`config.mk`:
```
export PLATFORM = sky130hd
export DESIGN_NAME = ascon_fsm
export DESIGN_NICKNAME = d
export VERILOG_FILES = /design/src/rtl/ascon_pkg.sv /design/src/rtl/ascon_round_counter.sv /design/src/rtl/ascon_fsm.sv
export SDC_FILE = /design/constraint.sdc
export NUM_CORES = 1
export LEC_CHECK = 0
export BUFFER_PORTS_ARGS = -buffer_cell sky130_fd_sc_hd__buf_2
export CORE_MARGIN = 2
export CORE_UTILIZATION = 56
export CTS_CLUSTER_DIAMETER = 40
export DETAILED_ROUTE_END_ITERATION = 10
export PLACE_DENSITY_LB_ADDON = 0.08
export SETUP_SLACK_MARGIN = 0.2
export SYNTH_ARGS = -nofsm -noshare
export SYNTH_HDL_FRONTEND = slang
export SYNTH_SLANG_ARGS = --single-unit
```
`constraint.sdc`:
```
create_clock -name i_clock -period 3.75 [get_ports i_clock]
set_input_delay 0.5625 -clock i_clock [delete_from_list [all_inputs] [get_ports i_clock]]
set_output_delay 0.5625 -clock i_clock [all_outputs]
set_load 0.005 [all_outputs]
```
`src/rtl/ascon_pkg.sv`:
```
// Shared types and constants for the ASCON-128 encryption control path.
// Round indices follow the ASCON constant table: a permutation of n rounds runs i = 12-n .. 11.
package ascon_pkg;

  typedef enum logic [2:0] {
    S_IDLE,
    S_INIT,
    S_AD_WAIT,
    S_AD_PERM,
    S_PT_WAIT,
    S_PT_PERM,
    S_FINAL,
    S_DONE
  } t_fsm_state;

  localparam int NB_ROUNDS_A_DEF = 12;
  localparam int NB_ROUNDS_B_DEF = 6;

  localparam logic [3:0] ROUND_LAST = 4'd11;

  function automatic logic [3:0] round_start(input int nb_rounds);
    return 4'(12 - nb_rounds);
  endfunction

endpackage

```
`src/rtl/ascon_round_counter.sv`:
```
// Loadable 4-bit round index; saturates at the last round so a stalled phase never wraps.
// Load has priority over increment; o_terminal flags the final round of any permutation.
module ascon_round_counter
  import ascon_pkg::*;
(
  input  logic       i_clock,
  input  logic       i_reset_n,
  input  logic       i_load,
  input  logic [3:0] i_load_val,
  input  logic       i_enable,
  output logic [3:0] o_count,
  output logic       o_terminal
);

  logic [3:0] count;

  always_ff @(posedge i_clock or negedge i_reset_n) begin
    if (!i_reset_n) begin
      count <= 4'd0;
    end else if (i_load) begin
      count <= i_load_val;
    end else if (i_enable && (count != ROUND_LAST)) begin
      count <= count + 4'd1;
    end
  end

  assign o_count    = count;
  assign o_terminal = (count == ROUND_LAST);

endmodule

```
`src/rtl/ascon_fsm.sv`:
```
// ASCON-128 encryption sequencer: one permutation round per cycle, strobes are decodes of state/counter/handshake.
// Blocks in AD_WAIT/PT_WAIT until i_data_valid; a PT or AD block is consumed on the accept cycle itself.
module ascon_fsm
  import ascon_pkg::*;
#(
  parameter int NB_ROUNDS_A = NB_ROUNDS_A_DEF,
  parameter int NB_ROUNDS_B = NB_ROUNDS_B_DEF
) (
  input  logic       i_clock,
  input  logic       i_reset_n,
  input  logic       i_start,
  input  logic       i_has_ad,
  input  logic       i_data_valid,
  input  logic       i_data_last,
  output logic       o_data_ready,
  output logic [3:0] o_round,
  output logic       o_state_load,
  output logic       o_state_enable,
  output logic       o_enable_xor_data_begin,
  output logic       o_enable_xor_key_begin,
  output logic       o_enable_xor_key_end,
  output logic       o_enable_xor_lsb_end,
  output logic       o_cipher_valid,
  output logic       o_tag_valid,
  output logic       o_busy
);

  localparam logic [3:0] A_START    = round_start(NB_ROUNDS_A);
  localparam logic [3:0] B_START    = round_start(NB_ROUNDS_B);
  localparam logic [3:0] A_START_P1 = A_START + 4'd1;
  localparam bit         A_SINGLE   = (NB_ROUNDS_A == 1);

  t_fsm_state state;
  t_fsm_state state_nxt;
  logic       has_ad;
  logic       blk_last;
  logic [3:0] cnt;
  logic       cnt_term;
  logic       cnt_load;
  logic [3:0] cnt_val;
  logic       cnt_inc;
  logic       start_acc;
  logic       data_wait;
  logic       accept;

  // Gating with reset keeps the load strobe quiet while reset is held with i_start high.
  assign start_acc = (state == S_IDLE) && i_start && i_reset_n;
  assign data_wait = (state == S_AD_WAIT) || (state == S_PT_WAIT);
  assign accept    = data_wait && i_data_valid;

  ascon_round_counter u_round_counter (
    .i_clock    (i_clock),
    .i_reset_n  (i_reset_n),
    .i_load     (cnt_load),
    .i_load_val (cnt_val),
    .i_enable   (cnt_inc),
    .o_count    (cnt),
    .o_terminal (cnt_term)
  );

  always_ff @(posedge i_clock or negedge i_reset_n) begin
    if (!i_reset_n) begin
      state <= S_IDLE;
    end else begin
      state <= state_nxt;
    end
  end

  // Phase context: AD presence for the INIT exit, last-flag of the AD block in flight.
  always_ff @(posedge i_clock or negedge i_reset_n) begin
    if (!i_reset_n) begin
      has_ad   <= 1'b0;
      blk_last <= 1'b0;
    end else begin
      if (start_acc) begin
        has_ad <= i_has_ad;
      end
      if ((state == S_AD_WAIT) && accept) begin
        blk_last <= i_data_last;
      end
    end
  end

  always_comb begin
    state_nxt = state;
    cnt_load  = 1'b0;
    cnt_val   = 4'd0;
    cnt_inc   = 1'b0;
    case (state)
      S_IDLE: begin
        if (start_acc) begin
          state_nxt = S_INIT;
          cnt_load  = 1'b1;
          cnt_val   = A_START;
        end
      end
      S_INIT: begin
        if (cnt_term) begin
          state_nxt = has_ad ? S_AD_WAIT : S_PT_WAIT;
          cnt_load  = 1'b1;
          cnt_val   = B_START;
        end else begin
          cnt_inc = 1'b1;
        end
      end
      S_AD_WAIT: begin
        if (accept) begin
          if (cnt_term) begin
            state_nxt = i_data_last ? S_PT_WAIT : S_AD_WAIT;
            cnt_load  = 1'b1;
            cnt_val   = B_START;
          end else begin
            state_nxt = S_AD_PERM;
            cnt_inc   = 1'b1;
          end
        end
      end
      S_AD_PERM: begin
        if (cnt_term) begin
          state_nxt = blk_last ? S_PT_WAIT : S_AD_WAIT;
          cnt_load  = 1'b1;
          cnt_val   = B_START;
        end else begin
          cnt_inc = 1'b1;
        end
      end
      S_PT_WAIT: begin
        if (accept) begin
          if (i_data_last) begin
            state_nxt = A_SINGLE ? S_DONE : S_FINAL;
            cnt_load  = 1'b1;
            cnt_val   = A_SINGLE ? 4'd0 : A_START_P1;
          end else if (cnt_term) begin
            cnt_load = 1'b1;
            cnt_val  = B_START;
          end else begin
            state_nxt = S_PT_PERM;
            cnt_inc   = 1'b1;
          end
        end
      end
      S_PT_PERM: begin
        if (cnt_term) begin
          state_nxt = S_PT_WAIT;
          cnt_load  = 1'b1;
          cnt_val   = B_START;
        end else begin
          cnt_inc = 1'b1;
        end
      end
      S_FINAL: begin
        if (cnt_term) begin
          state_nxt = S_DONE;
          cnt_load  = 1'b1;
          cnt_val   = 4'd0;
        end else begin
          cnt_inc = 1'b1;
        end
      end
      S_DONE: begin
        state_nxt = S_IDLE;
      end
      default: begin
        state_nxt = S_IDLE;
      end
    endcase
  end

  always_comb begin
    o_data_ready            = 1'b0;
    o_round                 = 4'd0;
    o_state_load            = 1'b0;
    o_state_enable          = 1'b0;
    o_enable_xor_data_begin = 1'b0;
    o_enable_xor_key_begin  = 1'b0;
    o_enable_xor_key_end    = 1'b0;
    o_enable_xor_lsb_end    = 1'b0;
    o_cipher_valid          = 1'b0;
    o_tag_valid             = 1'b0;
    o_busy                  = (state != S_IDLE);
    case (state)
      S_IDLE: begin
        o_state_load   = start_acc;
        o_state_enable = start_acc;
      end
      S_INIT: begin
        o_round        = cnt;
        o_state_enable = 1'b1;
        if (cnt_term) begin
          o_enable_xor_key_end = 1'b1;
          o_enable_xor_lsb_end = !has_ad;
        end
      end
      S_AD_WAIT: begin
        o_data_ready = 1'b1;
        o_round      = cnt;
        if (accept) begin
          o_state_enable          = 1'b1;
          o_enable_xor_data_begin = 1'b1;
          o_enable_xor_lsb_end    = cnt_term && i_data_last;
        end
      end
      S_AD_PERM: begin
        o_round              = cnt;
        o_state_enable       = 1'b1;
        o_enable_xor_lsb_end = cnt_term && blk_last;
      end
      S_PT_WAIT: begin
        o_data_ready = 1'b1;
        o_round      = cnt;
        if (accept) begin
          o_state_enable          = 1'b1;
          o_enable_xor_data_begin = 1'b1;
          o_cipher_valid          = 1'b1;
          // Last plaintext block folds the key in and starts the finalisation permutation.
          if (i_data_last) begin
            o_round                = A_START;
            o_enable_xor_key_begin = 1'b1;
            o_enable_xor_key_end   = A_SINGLE;
          end
        end
      end
      S_PT_PERM: begin
        o_round        = cnt;
        o_state_enable = 1'b1;
      end
      S_FINAL: begin
        o_round              = cnt;
        o_state_enable       = 1'b1;
        o_enable_xor_key_end = cnt_term;
      end
      S_DONE: begin
        o_tag_valid = 1'b1;
      end
      default: begin
        o_busy = 1'b0;
      end
    endcase
  end

endmodule

```
==> impl_results.md, run 1 <==
* Vias in the first global route at roughly 710
* IO Port Bufs at 19
* Crit Path Class: reg -> out
* Leakage at 0.478 nW
* Die Wd at between 40 and 50 microns
* Share of the synthesized area in the top cell type at 26.1%
* Pwr per Cell Area at between 900 and 1000 nW/um^2
* CTS tree: built
* YS warnings at 0
* Largest family of logic cells by synthesized area: simple AND/OR/NAND/NOR gates
* Fin worst setup slack at ~1.2 ns
* First-pass detailed-route iteration total at 4
* Initial antenna violation count at 0
* Tot GR Track Use at 23.7%
* Clk_skew at 0.000419 ns
* Clk pin slew, worst setup/hold paths at around 0.06 ns
* Average wire per standard cell at approximately 13 microns
* Share of layout cells above drive strength 1 at between 20 and 30%
* Adder-cell share of the synthesized area at under 10%
* Initial DRC count at 17
* Starting Density at 58.7%
* Hpwl dp at 1.43 mm
* GRT overflow at 0
* Compound-Gate Fraction of Synth Area at 25.4%
* Post-CTS Resized at 0
* Top cell type by total area after synthesis: dfrtp_1
* Area of the core at ~1500 sq um
* Status: completed
* CTS Sinks at 9
* Ant diodes at 0
* Critical Path AT at 2.04 ns
* Crit. End Element: output port
* Final Max Slew Viols at 0
* IO Count at 20
* Total wire length at 1.82 mm
* Area Growth Syn to Fin at 12.5%
* DRC viols at 0
* Via count at between 700 and 800
* Fmax at approximately 380 MHz
* Gpl congestion at roughly 0.78
* Fraction of registers with async set/reset at 100%
* Crit path max fanout at 10
* Final Net Count at roughly 130
* Syn nets at around 110
* Setup Buffers After CTS at 0
* RSZ-0062 raised after global routing: no
* Via density per instance at about 5.9
* Cell count after synthesis at between 100 and 150
* Post-synth EDFFs at 0
* Hold buffers post-CTS at 0
* Root Buffer: clkbuf_4
* Worst-margin pin slew at approximately 0.6 ns
* Worst-Skew Late Latency at between 0.2 and 0.3 ns
* Crit path time final at ~2.6 ns
* CTS Buffer Depth at 2
* Flops & latches, synth at 9
* Final Hold Fails at 0
* CP startpoint kind: flip-flop
* First-pass GRT wire length at ~3.2 mm
* Die area at approximately 1900 sq um
* Detail Route Antenna Nets at 0
* Die height at between 40 and 50 microns
* Row count at 14
* Main area contributors after synthesis: dfrtp_1 26%, ha_1 7.2%, nand2_1 4.3%
* Num CTS Buffers at 3
* Mux share of post-synthesis cell area at 6.23%
* Critical Path RT at between 3 and 4 ns
* Ys flop type: dfrtp_1
* Xor/xnor share of the synthesized area at under 10%
* DP Worst Slack at 1.44 ns
* Power Total at just over 0.0009 W
* MaxCap Viol Count at 0
* Synth Cell Area at between 800 and 900 sq um
* Setup Total Neg Slack at 0 ns
* Post-synth cell types at 40
* Register area share after synthesis at around a quarter
* Hold Crit Class: in -> async
* Simple-Gate Fraction of Synth Area at 26.5%
* Max_slew headroom at between 60% and 70%
* Period utilisation layout at between 60% and 70%
* Largest net degree at the start of global routing at 21
* Syn Area/Cell at around 8.5 sq um
* VDD IR-drop max at about 0.54 mV
* Endpoints failing setup at 0
* CTS H-tree depth at 1
[routing by layer]
| layer | up-vias | global-route usage (%) | routed length, microns |
|---|---|---|---|
| li1 | 395 | - | - |
| met1 | 366 | 30.7 | 849 |
| met2 | 30 | 36.4 | 813 |
| met3 | 5 | 3.83 | 100 |
| met4 | 0 | 14.5 | 53 |
| met5 | - | 0 | 0 |
[sequential cells by signal, summed over array words and instances (netlist names)]
signal / flops
state: 3
has_ad: 1
u_round_counter.o_count: 4
blk_last: 1
[final timing paths]
kind                            startpoint                    endpoint  slack (ns)  cells past startpoint
worst max-delay path              state[0]              o_state_enable        1.15                      6
worst min-delay path             i_reset_n                    blk_last        0.14                      1
worst max register to register    state[0]  u_round_counter.o_count[2]        1.72                      7
worst min register to register    blk_last                    blk_last        0.55                      1
max in group asynchronous        i_reset_n  u_round_counter.o_count[0]        3.43                      1
min in group i_clock              i_has_ad                      has_ad        0.50                      3
[worst max-delay path, stage by stage (launching register included)]
cell,delay [ns]
dfrtp_1,0.39
inv_1,0.08
ha_1,0.31
a21o_1,0.22
a2111oi_4,0.46
nand2_1,0.15
buf_2,0.15
[power by group]
part / leakage (nW) / internal (W) / total, W / switching [W]
logic: 0.354 / 0.000309 / 0.000616 / 0.000307
registers: 0.109 / 0.000150 / 0.000217 / 0.0000673
clock network: 0.0150 / 0.0000413 / 0.0000791 / 0.0000379
total: 0.478 / 0.000500 / 0.000912 / 0.000412
[final cells by class]
cell class	count	area, sq um
multi-input combinational	81	582
inverter	6	22.5
fill	129	500
tap	16	20.0
timing repair buffer	19	95.1
clock buffer	4	26.3
sequential	9	225
[Yosys cell counts (all sizes together) (3+ instances only)]
| library cell | number |
|---|---|
| a21boi | 3 |
| a21oi | 4 |
| and2 | 4 |
| buf | 5 |
| dfrtp | 9 |
| ha | 5 |
| inv | 6 |
| mux2 | 3 |
| nand2 | 10 |
| nand2b | 3 |
| nand3 | 4 |
| nor2 | 4 |
| nor2b | 6 |
| nor3 | 4 |
| o21ai | 7 |
[cells by family (layout without fill, tap and decap cells)]
group / count (synthesis) / in the layout
and+or+nand+nor: 42 / 42
AOI/OAI and AO/OA: 27 / 27
buffers and inverters: 12 / 29
DFF: 9 / 9
adders and majority gates: 5 / 5
muxes: 5 / 5
xor gates and xnor gates: 2 / 2
[per-stage QoR]
| stage | hold slack (ns) | util [%] | cells | instance area (sq um) |
|---|---|---|---|---|
| after global placement | 0.431 | 64.2 | 131 | 945 |
| after CTS | 0.143 | 66.0 | 135 | 971 |
| after global routing | 0.150 | 66.0 | 135 | 971 |
| after floorplan | 0.267 | - | 102 | 863 |
| final | 0.136 | 66.0 | 135 | 971 |
| after detailed placement | 0.434 | 64.2 | 131 | 945 |
[layout by cell type (no fill, tap or decap), drive strengths merged, types with 2 or more instances in the layout]
cell type and instances:
ha 5, nor2 4, and3 2, a31o 2, buf 19, nor2b 6
mux2i 2, dfrtp 9, and2 4, nand3 4, a21boi 3, o21ai 7
o211ai 2, inv 6, a22oi 2, nor3 4, nand2b 3, nand2 10
xnor2 2, a21oi 4, clkbuf 4, mux2 3
Note: power is estimated with default switching activity, not from simulation.
==> inputs of run 2 (changes only) <==
--- a/config.mk
+++ b/config.mk
@@ -7,7 +7,7 @@
 export LEC_CHECK = 0
 export BUFFER_PORTS_ARGS = -buffer_cell sky130_fd_sc_hd__buf_2
 export CORE_MARGIN = 2
-export CORE_UTILIZATION = 56
+export CORE_UTILIZATION = 52
 export CTS_CLUSTER_DIAMETER = 40
 export DETAILED_ROUTE_END_ITERATION = 10
 export PLACE_DENSITY_LB_ADDON = 0.08
==> constraint.sdc (replaced) <==
create_clock -name i_clock -period 2.5 [get_ports i_clock]
set_input_delay 0.375 -clock i_clock [delete_from_list [all_inputs] [get_ports i_clock]]
set_output_delay 0.375 -clock i_clock [all_outputs]
set_load 0.005 [all_outputs]
==> impl_results.md, run 2 (same netlist as run 1, synthesis figures left out) <==
* Status: completed
* Crit Path Class: reg -> out
* Hpwl dp at 1.44 mm (+0.89%)
* Worst path cell trace: inv_1, ha_1, nand2b_1, or2_2, nand2_1, buf_2
* IO Count at 20 (unchanged)
* Die Wd at 44.7 microns (+3.4%)
* Vias in the first global route at 758 (+7.2%)
* Switching share of power at 44.9% (-0.31 points)
* Initial antenna violation count at 0 (unchanged)
* Area Growth Syn to Fin at 15.7%
* R2R depth at 6 (-1)
* Row count at 14 (unchanged)
* Fmax at around 450 MHz
* Via count at 821 (+3.1%)
* Final Max Slew Viols at 0 (unchanged)
* Most frequent cells in the layout: 18 x buf_2, 10 x nand2_1, 9 x dfrtp_1, 6 x inv_1, 6 x o21ai_0
* Area of the core at 1520 sq um (+3.6%)
* Average wire per standard cell at 14.0 microns (+3.9%)
* RSZ-0062 raised after global routing: yes
* Seq pwr share at 23.2% (-0.6 points)
* Reg2Reg Setup Slack at 0.53 ns (-1.19 ns)
* Filler Cells Inserted at 144 (+12%)
* Fin cells at 137 (+1.5%)
* Critical Path AT at 1.85 ns (-0.19 ns)
* Power share of the combinational group at 68.6% (+1.1 points)
* Area of the multi-input gates at 589 sq um (+1.3%)
* Starting Density at 56.7% (-2.0 points)
* Worst-margin pin slew at 0.606 ns (+0.0181 ns)
* Period utilisation layout at between 80% and 90%
* Minimum hold slack at 0.317 ns (+0.182 ns)
* Most common cell after layout, fill and taps aside: buf_2
* Num CTS Buffers at 3 (unchanged)
* GRT overflow at 0 (unchanged)
* Total wire length at 1.92 mm (+5.4%)
* Clock power frac at 8.2% (-0.5 points)
* Crit path max fanout at 9 (-1)
* CTS tree: built
* Worst-Skew Late Latency at 0.26 ns (about the same)
* Final Hold Fails at 0 (unchanged)
* Detail Route Antenna Nets at 0 (unchanged)
* DP Worst Slack at 0.396 ns (-1.04 ns)
* First-pass detailed-route iteration total at 4 (unchanged)
* Fin worst setup slack at 0.279 ns (-0.872 ns)
* Critical Path RT at 2.12 ns (-1.07 ns)
* First-pass GRT wire length at 3.38 mm (+6.3%)
* Setup Total Neg Slack at 0 ns (unchanged)
* Slowest CP cell: dfrtp_1
* Tot GR Track Use at 22.9% (-0.81 points)
* Max FFs per register at 4 (unchanged)
* Switching pwr at 0.000634 W (+54%)
* Initial DRC count at 11 (-6)
* CTS H-tree depth at 1 (unchanged)
* Clk pin slew, worst setup/hold paths at 0.06 ns (about the same)
* Gpl congestion at 0.780 (-0.20%)
* Max_slew headroom at 59.6% (-1.2 points)
* Crit. End Element: output port
* DRC viols at 0 (unchanged)
* Worst Hold Depth at 3
* Largest net degree at the start of global routing at 21 (unchanged)
* Endpoints failing setup at 0 (unchanged)
* Pwr per Cell Area at 1420 nW/um^2 (+51%)
* CTS Buffer Depth at 2 (unchanged)
* Ant diodes at 0 (unchanged)
* Root Buffer: clkbuf_4
* Final Net Count at 133 (+1.5%)
* Clk_skew at 0.00338 ns (+0.00296 ns)
* P_int at 0.000779 W (+56%)
* Die area at 2000 sq um (+7.0%)
* CTS Sinks at 9 (unchanged)
* VDD IR-drop max at 0.703 mV (+31%)
* Hold Crit Class: in -> reg
* Via density per instance at 5.99 (+1.6%)
* Die height at 44.7 microns (+3.4%)
* Dpl cells at 131 (unchanged)
* Crit path time final at approximately 2.2 ns
* Register Area at 225 sq um (unchanged)
* CP startpoint kind: flip-flop
* MaxCap Viol Count at 0 (unchanged)
* Share of layout cells above drive strength 1 at 31.4% (+2.0 points)
* CP max stage delay at 0.40 ns (-0.06 ns)
* IO Port Bufs at 19 (unchanged)
* Leakage at 0.486 nW (+1.8%)
## run 2: cell count changes in the layout (fill, tap and decap cells not counted), sizes merged
cell,delta
clkbuf,+1
dlygate4sd3,+1
## run 2: power by group through the flow
stage,clock (W),sequential (W),combinational (W)
3_5_place_dp,0,0.000330,0.000931
5_1_grt,0.000127,0.000347,0.00108
4_1_cts,0.000115,0.000327,0.000956
2_1_floorplan,0,0.000274,0.000773
3_3_place_gp,0,0.000326,0.000916
6_report,0.000115,0.000328,0.000970
## run 2: routing by layer
layer  global-route usage, %  vias up  wire [microns]
li1                        -      401               -
met2                    36.5       23             899
met4                    9.09        0              24
met5                       0        -               0
met1                    32.6      393             914
met3                    1.20        4              78
## run 2: area by class of cell
cell class | instances | area share (%)
timing repair buffer | 21 | 11.5
tap | 16 | 2.01
inverter | 6 | 2.26
clock buffer | 4 | 2.63
sequential | 9 | 22.6
multi-input combinational | 81 | 59.0
## run 2: per-stage QoR
step | cell area (sq um) | power [W] | util, %
after floorplan | 863 | 0.00105 | -
after global placement | 945 | 0.00124 | 62.0
after detailed placement | 945 | 0.00126 | 62.0
after CTS | 988 | 0.00140 | 64.9
after global routing | 998 | 0.00156 | 65.5
final | 998 | 0.00141 | 65.5
## run 2: final timing paths
kind / endpoint / start
setup / recovery: o_state_enable / state[1]
hold / removal: has_ad / i_has_ad
setup reg to reg: state[0] / state[1]
hold reg to reg: blk_last / blk_last
max in group asynchronous: state[1] / i_reset_n
min in group asynchronous: u_round_counter.o_count[2] / i_reset_n
## run 2: worst max-delay path: cells and delay by family (launching register included)
kind	cells	cell delay (ns)
adder cells (fa/ha/maj)	1	0.33
buffers and inverters	2	0.23
flip-flops	1	0.40
AND/OR/NAND/NOR	3	0.63
## run 2: what timing repair did
item / 4_1_cts / 5_1_grt
buffers inserted: 1 / 0
resized for setup: 0 / 3
endpoints found under the hold margin: 9 / 0
hold buffers: 1 / 0
gates cloned: 0 / 0
pin swaps: 1 / 0
setup endpoints to repair: 1 / 5
==> inputs of run 3 (changes only) <==
--- a/config.mk
+++ b/config.mk
@@ -5,11 +5,12 @@
 export SDC_FILE = /design/constraint.sdc
 export NUM_CORES = 1
 export LEC_CHECK = 0
-export BUFFER_PORTS_ARGS = -buffer_cell sky130_fd_sc_hd__buf_2
+export BUFFER_PORTS_ARGS = -buffer_cell sky130_fd_sc_hd__buf_4
 export CORE_MARGIN = 2
 export CORE_UTILIZATION = 52
 export CTS_CLUSTER_DIAMETER = 40
 export DETAILED_ROUTE_END_ITERATION = 10
+export HOLD_SLACK_MARGIN = 0.02
 export PLACE_DENSITY_LB_ADDON = 0.08
 export SETUP_SLACK_MARGIN = 0.2
 export SYNTH_ARGS = -nofsm -noshare
==> impl_results.md, run 3 (same netlist as run 1, synthesis figures left out) <==
* Gpl congestion at 0.798 (+2.4%)
* Die height at 44.7 microns (unchanged)
* Final Max Slew Viols at 0 (unchanged)
* Total wire length at 1.86 mm (-2.9%)
* Max_slew headroom at 59.8% (+0.14 points)
* RSZ-0062 raised after global routing: no
* Worst-Skew Late Latency at 0.26 ns (about the same)
* Clk_skew at 0.00223 ns (-0.00115 ns)
* Critical Path RT at 2.12 ns (about the same)
* DRC viols at 0 (unchanged)
* Via count at 795 (-3.2%)
* Period utilisation layout at 87.8% (-1.1 points)
* Crit. End Element: output port
* CTS H-tree depth at 1 (unchanged)
* Max FFs per register at 4 (unchanged)
* Root Buffer: clkbuf_4
* VDD IR-drop max at 0.692 mV (-1.6%)
* Worst path cell trace: inv_1, ha_2, and2_4, a2111oi_4, nand2_1, buf_4
* CTS tree: built
* Register Area at 225 sq um (unchanged)
* First-pass GRT wire length at 2.90 mm (-14%)
* CTS Sinks at 9 (unchanged)
* Num CTS Buffers at 3 (unchanged)
* Starting Density at 56.7% (unchanged)
* Share of layout cells above drive strength 1 at 31.4% (unchanged)
* Crit Path Class: reg -> out
* IO Count at 20 (unchanged)
* Dpl cells at 131 (unchanged)
* Slowest CP cell: dfrtp_1
* Endpoints failing setup at 0 (unchanged)
* Status: completed
* Final Net Count at 133 (unchanged)
* Setup Total Neg Slack at 0 ns (unchanged)
* Leakage at 0.491 nW (+1.1%)
* Crit path time final at 2.19 ns (-0.0271 ns)
* MaxCap Viol Count at 0 (unchanged)
* Area of the multi-input gates at 587 sq um (-0.42%)
* Detail Route Antenna Nets at 0 (unchanged)
* Initial DRC count at 18 (+7)
* Tot GR Track Use at 20.0% (-2.9 points)
* Fmax at 456 MHz (+1.2%)
* Minimum hold slack at 0.314 ns (-0.00355 ns)
* Critical path buffers and inverters at 2 (unchanged)
* First-pass detailed-route iteration total at 4 (unchanged)
* Row count at 14 (unchanged)
* Fin cells at 137 (unchanged)
* Initial antenna violation count at 0 (unchanged)
* Worst-margin pin slew at 0.603 ns (-0.00206 ns)
* Vias in the first global route at 671 (-11%)
* Average wire per standard cell at 13.6 microns (-2.9%)
* CP max stage delay at 0.39 ns (about the same)
* Area of the core at 1520 sq um (unchanged)
* CTS Buffer Depth at 2 (unchanged)
* Via density per instance at 5.80 (-3.2%)
* Crit-path leading delay family: flip-flops
* Filler Cells Inserted at 129 (-10%)
* Area Growth Syn to Fin at 20.6%
* Crit path max fanout at 10 (+1)
* Final Hold Fails at 0 (unchanged)
* Clk pin slew, worst setup/hold paths at 0.06 ns (about the same)
* Hold Crit Class: in -> reg
* Largest net degree at the start of global routing at 21 (unchanged)
* Critical Path AT at 1.82 ns (-0.03 ns)
* GRT overflow at 0 (unchanged)
* Die area at 2000 sq um (unchanged)
* CP startpoint kind: flip-flop
* Most common cell after layout, fill and taps aside: buf_4
* Die Wd at 44.7 microns (unchanged)
* IO Port Bufs at 19 (unchanged)
* Most frequent cells in the layout: 20 x buf_4, 10 x nand2_1, 9 x dfrtp_1, 6 x inv_1, 6 x o21ai_0
* Ant diodes at 0 (unchanged)
* Hpwl dp at 1.43 mm (-0.85%)
* Final core utilization at 68.3% (+2.8 points)
* Pwr per Cell Area at 1400 nW/um^2 (-0.78%)
[run 3: cell types whose count changed in the layout (fill, tap and decap cells not counted), sizes merged]
cell | previous run | this run
buf | 19 | 20
clkbuf | 5 | 4
[run 3: final cells by class]
class | count | share of cell area [%]
clock buffer | 4 | 2.52
inverter | 6 | 2.16
multi-input combinational | 81 | 56.4
sequential | 9 | 21.6
tap | 16 | 1.92
timing repair buffer | 21 | 15.4
[run 3: worst paths after layout]
| kind | startpoint | endpoint | slack (ns) | cells past startpoint |
|---|---|---|---|---|
| worst min-delay path | i_has_ad | has_ad | 0.31 | 3 |
| min in group asynchronous | i_reset_n | state[2] | 0.50 | 2 |
| max in group asynchronous | i_reset_n | u_round_counter.o_count[1] | 1.86 | 2 |
| worst max register to register | state[0] | u_round_counter.o_count[2] | 0.57 | 8 |
| worst max-delay path | state[0] | o_state_enable | 0.31 | 6 |
| worst min register to register | blk_last | blk_last | 0.54 | 1 |
[run 3: timing repair]
| item | 4_1_cts | 5_1_grt |
|---|---|---|
| gates resized for setup | 0 | 2 |
| hold buffers | 1 | 0 |
| buffers inserted | 1 | 0 |
| endpoints found under the setup margin | 1 | 5 |
| pin swaps | 1 | 0 |
| endpoints found under the hold margin | 9 | 0 |
[run 3: routing by layer]
layer	global-route usage, %	share of wire, %	up-vias
met5	0	0	-
li1	-	-	398
met1	29.1	48	358
met3	2.00	5.3	7
met4	13.3	2.8	0
met2	27.8	44	32
[run 3: report_power, final]
part / switching [W] / internal [W]
combinational: 0.000482 / 0.000542
sequential: 0.000104 / 0.000225
clock: 0.0000478 / 0.0000613
[run 3: tightest hold or removal path, stage by stage]
cell	delay, ns
buf_4	0.07
nand2_1	0.03
o21ai_0	0.05
[run 3: through the flow]
stage	worst slack (ns)	total power [W]	area, sq um
finish	0.306	0.00146	1040
global route	0.215	0.00158	1040
CTS	0.215	0.00146	1040
detailed placement	0.342	0.00132	992
global placement	0.425	0.00131	992
floorplan	0.610	0.00105	863
